--- config.mk ---
export PLATFORM = sky130hd
export DESIGN_NAME = id_ex_stage
export DESIGN_NICKNAME = d
export VERILOG_FILES = /design/src/rtl/id_ex_stage_pkg.sv /design/src/rtl/id_ex_stage_fwd_unit.sv /design/src/rtl/id_ex_stage.sv
export SDC_FILE = /design/constraint.sdc
export NUM_CORES = 1
export LEC_CHECK = 0
export ABC_AREA = 1
export CORE_AREA = 5 5 157 159
export DETAILED_ROUTE_END_ITERATION = 8
export DIE_AREA = 0 0 162 164
export GPL_ROUTABILITY_DRIVEN = 0
export PLACE_DENSITY = 0.81
export SETUP_SLACK_MARGIN = 0.5
export SLEW_MARGIN = 20
export SYNTH_ARGS = -nofsm -noshare
export SYNTH_HDL_FRONTEND = slang
export SYNTH_HIERARCHICAL = 1
export SYNTH_SLANG_ARGS = --single-unit
--- constraint.sdc ---
create_clock -name clk -period 4.82 [get_ports clk]
set_input_delay 0.482 -clock clk [delete_from_list [all_inputs] [get_ports clk]]
set_output_delay 0.482 -clock clk [all_outputs]
set_load 0.02 [all_outputs]
--- src/rtl/id_ex_stage_pkg.sv ---
// ---------------------------------------------------------------------------
// id_ex_stage_pkg
//   Shared types for the ID/EX pipeline stage of the RISC-V Lite core.
//   - ALUControl_Enum : ALU operation encoding. ADD is encoding 0, so the
//                       bubble and reset value is ADD.
//   - fwd_sel_t       : operand forwarding source select.
//   - id_ex_ctrl_t    : control bits carried from ID into EX.
//   - REG_X0          : index of the hard-wired zero register.
// ---------------------------------------------------------------------------
package id_ex_stage_pkg;

  typedef enum logic [3:0] {
    ADD  = 4'd0,
    SUB  = 4'd1,
    SLL  = 4'd2,
    SLT  = 4'd3,
    SLTU = 4'd4,
    XOR  = 4'd5,
    SRL  = 4'd6,
    SRA  = 4'd7,
    OR   = 4'd8,
    AND  = 4'd9
  } ALUControl_Enum;

  typedef enum logic [1:0] {
    FWD_RF  = 2'd0,
    FWD_MEM = 2'd1,
    FWD_WB  = 2'd2
  } fwd_sel_t;

  localparam logic [4:0] REG_X0 = 5'd0;

  typedef struct packed {
    logic           valid;
    logic           reg_write;
    logic           mem_read;
    logic           mem_write;
    logic           branch;
    logic           alu_src_pc;
    logic           alu_src_imm;
    ALUControl_Enum alu_ctrl;
  } id_ex_ctrl_t;

  // Control word of an inserted bubble: nothing is written, ALU does ADD.
  localparam id_ex_ctrl_t CTRL_BUBBLE = '{
    valid:       1'b0,
    reg_write:   1'b0,
    mem_read:    1'b0,
    mem_write:   1'b0,
    branch:      1'b0,
    alu_src_pc:  1'b0,
    alu_src_imm: 1'b0,
    alu_ctrl:    ADD
  };

endpackage

--- src/rtl/id_ex_stage_fwd_unit.sv ---
// ---------------------------------------------------------------------------
// fwd_unit
//   Pure combinational forwarding-source selection for both EX source
//   operands. The EX/MEM result takes priority over MEM/WB because it is the
//   younger write to the same register. x0 is never forwarded.
//   Ports:
//     rs1_addr_i, rs2_addr_i     registered source indices of the EX instr
//     mem_rd_addr_i, mem_reg_write_i   EX/MEM destination
//     wb_rd_addr_i,  wb_reg_write_i    MEM/WB destination
//     rs1_sel_o, rs2_sel_o       selected source per operand
// ---------------------------------------------------------------------------
module fwd_unit
  import id_ex_stage_pkg::*;
#(
  parameter int REG_ADDR_W = 5
) (
  input  logic [REG_ADDR_W-1:0] rs1_addr_i,
  input  logic [REG_ADDR_W-1:0] rs2_addr_i,
  input  logic [REG_ADDR_W-1:0] mem_rd_addr_i,
  input  logic                  mem_reg_write_i,
  input  logic [REG_ADDR_W-1:0] wb_rd_addr_i,
  input  logic                  wb_reg_write_i,
  output fwd_sel_t              rs1_sel_o,
  output fwd_sel_t              rs2_sel_o
);

  localparam logic [REG_ADDR_W-1:0] X0 = REG_ADDR_W'(REG_X0);

  function automatic fwd_sel_t pick(input logic [REG_ADDR_W-1:0] rs);
    fwd_sel_t sel;
    sel = FWD_RF;
    if (rs != X0) begin
      if (mem_reg_write_i && (mem_rd_addr_i == rs)) begin
        sel = FWD_MEM;
      end else if (wb_reg_write_i && (wb_rd_addr_i == rs)) begin
        sel = FWD_WB;
      end
    end
    return sel;
  endfunction

  always_comb begin
    rs1_sel_o = pick(rs1_addr_i);
    rs2_sel_o = pick(rs2_addr_i);
  end

endmodule

--- src/rtl/id_ex_stage.sv ---
// ---------------------------------------------------------------------------
// id_ex_stage
//   ID/EX pipeline register with operand forwarding and load-use hazard
//   detection for the RISC-V Lite core.
//
//   Inputs : id_* decoded fields of the ID instruction, flush (taken branch
//            kills ID), mem_* / wb_* forwarding sources.
//   Outputs: stall_id (hold PC and IF/ID), ex_* fields of the EX instruction,
//            ex_op1/ex_op2 (ALU operands after forwarding and muxing),
//            ex_store_data (forwarded rs2).
//
//   Optional: define ID_EX_PERF_CNT_EN to add perf_stall_cnt/perf_flush_cnt,
//   wrapping 32-bit counts of stall cycles and flush cycles.
// ---------------------------------------------------------------------------
module id_ex_stage
  import id_ex_stage_pkg::*;
#(
  parameter int XLEN       = 32,
  parameter int REG_ADDR_W = 5
) (
  input  logic                  clk,
  input  logic                  rst_n,
  input  logic                  id_valid,
  input  logic [XLEN-1:0]       id_pc,
  input  logic [XLEN-1:0]       id_rs1_data,
  input  logic [XLEN-1:0]       id_rs2_data,
  input  logic [XLEN-1:0]       id_imm,
  input  logic [REG_ADDR_W-1:0] id_rs1_addr,
  input  logic [REG_ADDR_W-1:0] id_rs2_addr,
  input  logic [REG_ADDR_W-1:0] id_rd_addr,
  input  ALUControl_Enum        id_alu_ctrl,
  input  logic                  id_alu_src_pc,
  input  logic                  id_alu_src_imm,
  input  logic                  id_reg_write,
  input  logic                  id_mem_read,
  input  logic                  id_mem_write,
  input  logic                  id_branch,
  input  logic                  flush,
  input  logic [REG_ADDR_W-1:0] mem_rd_addr,
  input  logic                  mem_reg_write,
  input  logic [XLEN-1:0]       mem_alu_result,
  input  logic [REG_ADDR_W-1:0] wb_rd_addr,
  input  logic                  wb_reg_write,
  input  logic [XLEN-1:0]       wb_data,
  output logic                  stall_id,
  output logic                  ex_valid,
  output logic [XLEN-1:0]       ex_op1,
  output logic [XLEN-1:0]       ex_op2,
  output ALUControl_Enum        ex_alu_ctrl,
  output logic [XLEN-1:0]       ex_store_data,
  output logic [XLEN-1:0]       ex_pc,
  output logic [XLEN-1:0]       ex_imm,
  output logic [REG_ADDR_W-1:0] ex_rd_addr,
  output logic                  ex_reg_write,
  output logic                  ex_mem_read,
  output logic                  ex_mem_write,
  output logic                  ex_branch
`ifdef ID_EX_PERF_CNT_EN
  ,
  output logic [31:0]           perf_stall_cnt,
  output logic [31:0]           perf_flush_cnt
`endif
);

  // -------------------------------------------------------------------------
  // Pipeline register state
  // -------------------------------------------------------------------------
  id_ex_ctrl_t           ctrl_q,     ctrl_d;
  logic [XLEN-1:0]       pc_q,       pc_d;
  logic [XLEN-1:0]       imm_q,      imm_d;
  logic [XLEN-1:0]       rs1_data_q, rs1_data_d;
  logic [XLEN-1:0]       rs2_data_q, rs2_data_d;
  logic [REG_ADDR_W-1:0] rs1_addr_q, rs1_addr_d;
  logic [REG_ADDR_W-1:0] rs2_addr_q, rs2_addr_d;
  logic [REG_ADDR_W-1:0] rd_addr_q,  rd_addr_d;

  logic load_use;
  logic load_bubble;

  // -------------------------------------------------------------------------
  // Load-use hazard: the load in EX cannot forward its data in time to the
  // dependent instruction in ID. rs2 only matters when it is actually read:
  // as the second ALU operand or as store data.
  // -------------------------------------------------------------------------
  always_comb begin
    load_use = 1'b0;
    if (ctrl_q.valid && ctrl_q.mem_read && (rd_addr_q != '0) && id_valid) begin
      if (rd_addr_q == id_rs1_addr) begin
        load_use = 1'b1;
      end else if ((rd_addr_q == id_rs2_addr) && (!id_alu_src_imm || id_mem_write)) begin
        load_use = 1'b1;
      end
    end
  end

  // A flush kills the ID instruction anyway, so it must not also stall fetch.
  assign stall_id    = load_use & ~flush;
  assign load_bubble = load_use | flush;

  // -------------------------------------------------------------------------
  // Next-state: ID fields, or a fully cleared bubble. Clearing the rs
  // addresses keeps the bubble from matching any forwarding source.
  // -------------------------------------------------------------------------
  always_comb begin
    ctrl_d             = CTRL_BUBBLE;
    pc_d               = '0;
    imm_d              = '0;
    rs1_data_d         = '0;
    rs2_data_d         = '0;
    rs1_addr_d         = '0;
    rs2_addr_d         = '0;
    rd_addr_d          = '0;
    if (!load_bubble) begin
      ctrl_d.valid       = id_valid;
      ctrl_d.reg_write   = id_reg_write;
      ctrl_d.mem_read    = id_mem_read;
      ctrl_d.mem_write   = id_mem_write;
      ctrl_d.branch      = id_branch;
      ctrl_d.alu_src_pc  = id_alu_src_pc;
      ctrl_d.alu_src_imm = id_alu_src_imm;
      ctrl_d.alu_ctrl    = id_alu_ctrl;
      pc_d               = id_pc;
      imm_d              = id_imm;
      rs1_data_d         = id_rs1_data;
      rs2_data_d         = id_rs2_data;
      rs1_addr_d         = id_rs1_addr;
      rs2_addr_d         = id_rs2_addr;
      rd_addr_d          = id_rd_addr;
    end
  end

  always_ff @(posedge clk or negedge rst_n) begin
    if (!rst_n) begin
      ctrl_q     <= CTRL_BUBBLE;
      pc_q       <= '0;
      imm_q      <= '0;
      rs1_data_q <= '0;
      rs2_data_q <= '0;
      rs1_addr_q <= '0;
      rs2_addr_q <= '0;
      rd_addr_q  <= '0;
    end else begin
      ctrl_q     <= ctrl_d;
      pc_q       <= pc_d;
      imm_q      <= imm_d;
      rs1_data_q <= rs1_data_d;
      rs2_data_q <= rs2_data_d;
      rs1_addr_q <= rs1_addr_d;
      rs2_addr_q <= rs2_addr_d;
      rd_addr_q  <= rd_addr_d;
    end
  end

  // -------------------------------------------------------------------------
  // Forwarding and operand selection
  // -------------------------------------------------------------------------
  fwd_sel_t        rs1_sel;
  fwd_sel_t        rs2_sel;
  logic [XLEN-1:0] fwd_rs1;
  logic [XLEN-1:0] fwd_rs2;

  fwd_unit #(
    .REG_ADDR_W (REG_ADDR_W)
  ) u_fwd_unit (
    .rs1_addr_i      (rs1_addr_q),
    .rs2_addr_i      (rs2_addr_q),
    .mem_rd_addr_i   (mem_rd_addr),
    .mem_reg_write_i (mem_reg_write),
    .wb_rd_addr_i    (wb_rd_addr),
    .wb_reg_write_i  (wb_reg_write),
    .rs1_sel_o       (rs1_sel),
    .rs2_sel_o       (rs2_sel)
  );

  always_comb begin
    fwd_rs1 = rs1_data_q;
    case (rs1_sel)
      FWD_MEM: fwd_rs1 = mem_alu_result;
      FWD_WB:  fwd_rs1 = wb_data;
      default: fwd_rs1 = rs1_data_q;
    endcase
    fwd_rs2 = rs2_data_q;
    case (rs2_sel)
      FWD_MEM: fwd_rs2 = mem_alu_result;
      FWD_WB:  fwd_rs2 = wb_data;
      default: fwd_rs2 = rs2_data_q;
    endcase
  end

  assign ex_op1        = ctrl_q.alu_src_pc  ? pc_q  : fwd_rs1;
  assign ex_op2        = ctrl_q.alu_src_imm ? imm_q : fwd_rs2;
  assign ex_store_data = fwd_rs2;

  assign ex_valid     = ctrl_q.valid;
  assign ex_alu_ctrl  = ctrl_q.alu_ctrl;
  assign ex_pc        = pc_q;
  assign ex_imm       = imm_q;
  assign ex_rd_addr   = rd_addr_q;
  assign ex_reg_write = ctrl_q.reg_write;
  assign ex_mem_read  = ctrl_q.mem_read;
  assign ex_mem_write = ctrl_q.mem_write;
  assign ex_branch    = ctrl_q.branch;

`ifdef ID_EX_PERF_CNT_EN
  // -------------------------------------------------------------------------
  // Performance counters, free-running and wrapping.
  // -------------------------------------------------------------------------
  logic [31:0] stall_cnt_q, stall_cnt_d;
  logic [31:0] flush_cnt_q, flush_cnt_d;

  always_comb begin
    stall_cnt_d = stall_cnt_q + {31'd0, stall_id};
    flush_cnt_d = flush_cnt_q + {31'd0, flush};
  end

  always_ff @(posedge clk or negedge rst_n) begin
    if (!rst_n) begin
      stall_cnt_q <= '0;
      flush_cnt_q <= '0;
    end else begin
      stall_cnt_q <= stall_cnt_d;
      flush_cnt_q <= flush_cnt_d;
    end
  end

  assign perf_stall_cnt = stall_cnt_q;
  assign perf_flush_cnt = flush_cnt_q;
`endif

endmodule

==> parameters.txt <==
Parameter                              Value

Status
  Run status    complete, no violations

Routing
  Number of nets with antenna violations after detailed routing    0
  Detailed Route WL    32.5 mm
  Average vias per placed instance    4.71
  Number of detailed-route iterations in the first pass    5
  # DRC    0
  Routed vias    8298
  DRC marker count from the first detailed-route iteration    620
  Wire per inst    18.5 um

Power
  Part of the power in combinational logic    23.5%
  Max IR drop VDD    0.000172 V
  Leak pwr    6.28 nW
  Switching part of the total    29.9%
  Pwr Total    0.00369 W
  Power density of the placed cells    290 nW/um^2
  Internal Dissipation    0.00258 W
  Clock share of power    38.7%
  Switching power    0.00110 W
  Share of power burned in registers    37.8%

STA
  Slew headroom    31.5%
  Fin crit period    4.06 ns
  Slew at the pin closest to its max-slew limit    1.02 ns
  Setup TNS    0 ns
  Final count of hold timing violations    0
  Final setup violation count    0
  Part of the cycle the worst path needs    84.3%
  Worst slack on hold paths    0.00957 ns
  Worst Clk Skew    0.0121 ns
  Final Max Slew Viols    0
  Max frequency    246 MHz
  Setup repair after global routing missed its margin    no

Floorplan
  Height of the chip    164 um
  Die Footprint    26600 um^2
  Number of top-level design ports    408
  Floorplan core area    23100 um^2
  Horizontal extent of the die    162 um
  Initial Util    33.7%
  Placement row count    56

Min path
  Hold/Removal Path Class    in2async

GRT
  Global-route total usage across every layer    23.8%
  First-pass GRT wire length    48.3 mm
  Number of global-route vias before repair    8347
  Largest net degree at the start of global routing    79
  Total grt overflow    0
  Antenna violations before repair    4

Logic synthesis
  Portion of the post-synthesis area used by sequential elements    49.4%
  Number of instances in the synthesized netlist    1076
  Per-instance average area after synthesis    7.25 um^2
  Number of library cell types mapped by synthesis    19
  Number of storage elements in the synthesis netlist    154
  Cell Area, Synth    7800 um^2
  Area share of the largest cell type after synthesis    49.4%
  Largest cells by area after synthesis    dfrtp_1 49%, nand2_1 12%, nor2_1 12%, inv_1 8.6%, a21oi_1 8.3%
  Leading area contributor after synthesis    dfrtp_1
  Total number of yosys warnings    6
  Syn nets    1313

Final layout
  Highest-count cells in the layout ignoring fill and taps    404 x clkdlybuf4s50_1, 244 x nand2_1, 242 x nor2_1
  Commonest non-fill, non-tap cell in the layout    clkdlybuf4s50_1
  Layout cells sized above 1    4.97%
  Number of nets at the end of the flow    1693
  Fin area    12700 um^2
  Relative area change from synthesis to final layout    62.8%

Setup path
  Launching element type of the critical path    primary input
  Crit path kind    in2out
  Worst setup EP type    primary output
  Worst Path Required    4.34 ns
  Critical path data arrival time    3.58 ns
  Depth of the most critical reg-to-reg path    10
  Critical path fanouts, max    20

Clock tree
  CTS clk-pin slew, worst paths    0.08 ns
  Clock latency reported for the late side of the worst-skew pair    0.42 ns
  Maximum number of buffers from clock root to sink    2
  Depth of the CTS H-tree    4
  Clock Tree Root    clkbuf_16
  Post-CTS Setup Repair Bufs    0
  CTS hold repair buffers    0
  CTS tree    yes
  Inserted Clock Buffers    17
  PostCTS Resize Cnt    1
  Sink Count    154

Placed design
  Post-DP HPWL    25.8 mm
  Number of input and output port buffers inserted    407
  Placement-stage cell area    12100 um^2

Flow run
  Max-capacitance violation count    0
[flip-flops by register name, summed over array words and instances (netlist names)]
register / flops
rs1_data_q: 32
rs1_addr_q: 5
ctrl_q: 2
ex_mem_read: 1
ex_mem_write: 1
ex_rd_addr: 5
ex_valid: 1
ex_branch: 1
rs2_data_q: 32
ex_pc: 32
rs2_addr_q: 5
ex_reg_write: 1
ex_alu_ctrl: 4
ex_imm: 32
[critical path, cell delays in order]
cell	delay, ns
clkdlybuf4s50_1	0.52
inv_2	0.05
nand2_1	0.05
nand2_1	0.04
nor2_1	0.11
nand2_1	0.09
nor3_2	0.15
inv_1	0.07
ha_2	0.31
clkinvlp_4	0.30
buf_4	0.26
nor2_1	0.05
a21oi_1	0.25
nand2_1	0.12
nand2_1	0.09
clkdlybuf4s50_1	0.62
[worst paths after layout]
| check | startpoint | endpoint | slack, ns |
|---|---|---|---|
| min in group clk | id_imm[25] | ex_imm[25] | 0.57 |
| worst min-delay path | rst_n | ex_imm[12] | 0.01 |
| worst max-delay path | mem_rd_addr[3] | ex_op2[16] | 0.76 |
| worst max register to register | ex_rd_addr[2] | ex_pc[25] | 2.45 |
| max in group asynchronous | rst_n | ex_pc[21] | 3.68 |
| worst min register to register | ex_valid | ex_mem_read | 1.32 |
[per-layer routing]
layer,track usage [%],routed length [um],share of wire (%),up-vias
li1,-,-,-,3996
met4,8.07,947,2.9,6
met1,30.8,13500,41,3857
met2,38.2,15400,47,373
met3,7.23,2660,8.2,66
met5,0,47,0.14,-
[final cells by class]
cell class,instances,area [um^2]
fillers,2070,10400
inverters,193,728
clock buffers,18,439
diodes,3,7.51
flip-flops and latches,154,3850
clock inverters,14,179
well taps,290,363
multi-input cells,669,2920
repair buffers,421,4200
[synthesized netlist by cell type (all sizes together)]
master	n
dfrtp	154
nand4	4
a21oi	130
ha	4
nor3	2
xnor2	1
nand2	246
clkbuf	36
nor2	244
buf	24
nand3	6
inv	193
a22o	32
[per-stage QoR]
step / util (%) / cells / worst slack, ns
5_1_grt: 54.9 / 1760 / 0.569
3_5_place_dp: 52.2 / 1727 / 0.492
4_1_cts: 54.8 / 1759 / 0.556
2_1_floorplan: - / 1076 / 1.90
6_report: 54.9 / 1762 / 0.759
3_3_place_gp: 52.2 / 1727 / 0.494
[logic make-up (layout without fill, tap and decap cells)]
group | Yosys count | after routing | synth area share [%]
buffers and inverters | 253 | 646 | 13.2
flip-flops | 154 | 154 | 49.4
AND/OR/NAND/NOR | 502 | 502 | 24.7
adder cells (fa/ha/maj) | 4 | 4 | 0.642
AO/OA/AOI/OAI | 162 | 162 | 11.9
other | 0 | 3 | 0
XOR/XNOR | 1 | 1 | 0.112
[power by group through the flow]
stage,registers [W],clock network (W),logic (W)
after global routing,0.00140,0.00151,0.000929
final,0.00139,0.00143,0.000866
after global placement,0.00142,0,0.000859
after CTS,0.00139,0.00146,0.000872
after detailed placement,0.00142,0,0.000867
after floorplan,0.00145,0,0.000313
Note: power is estimated with default switching activity, not from simulation.
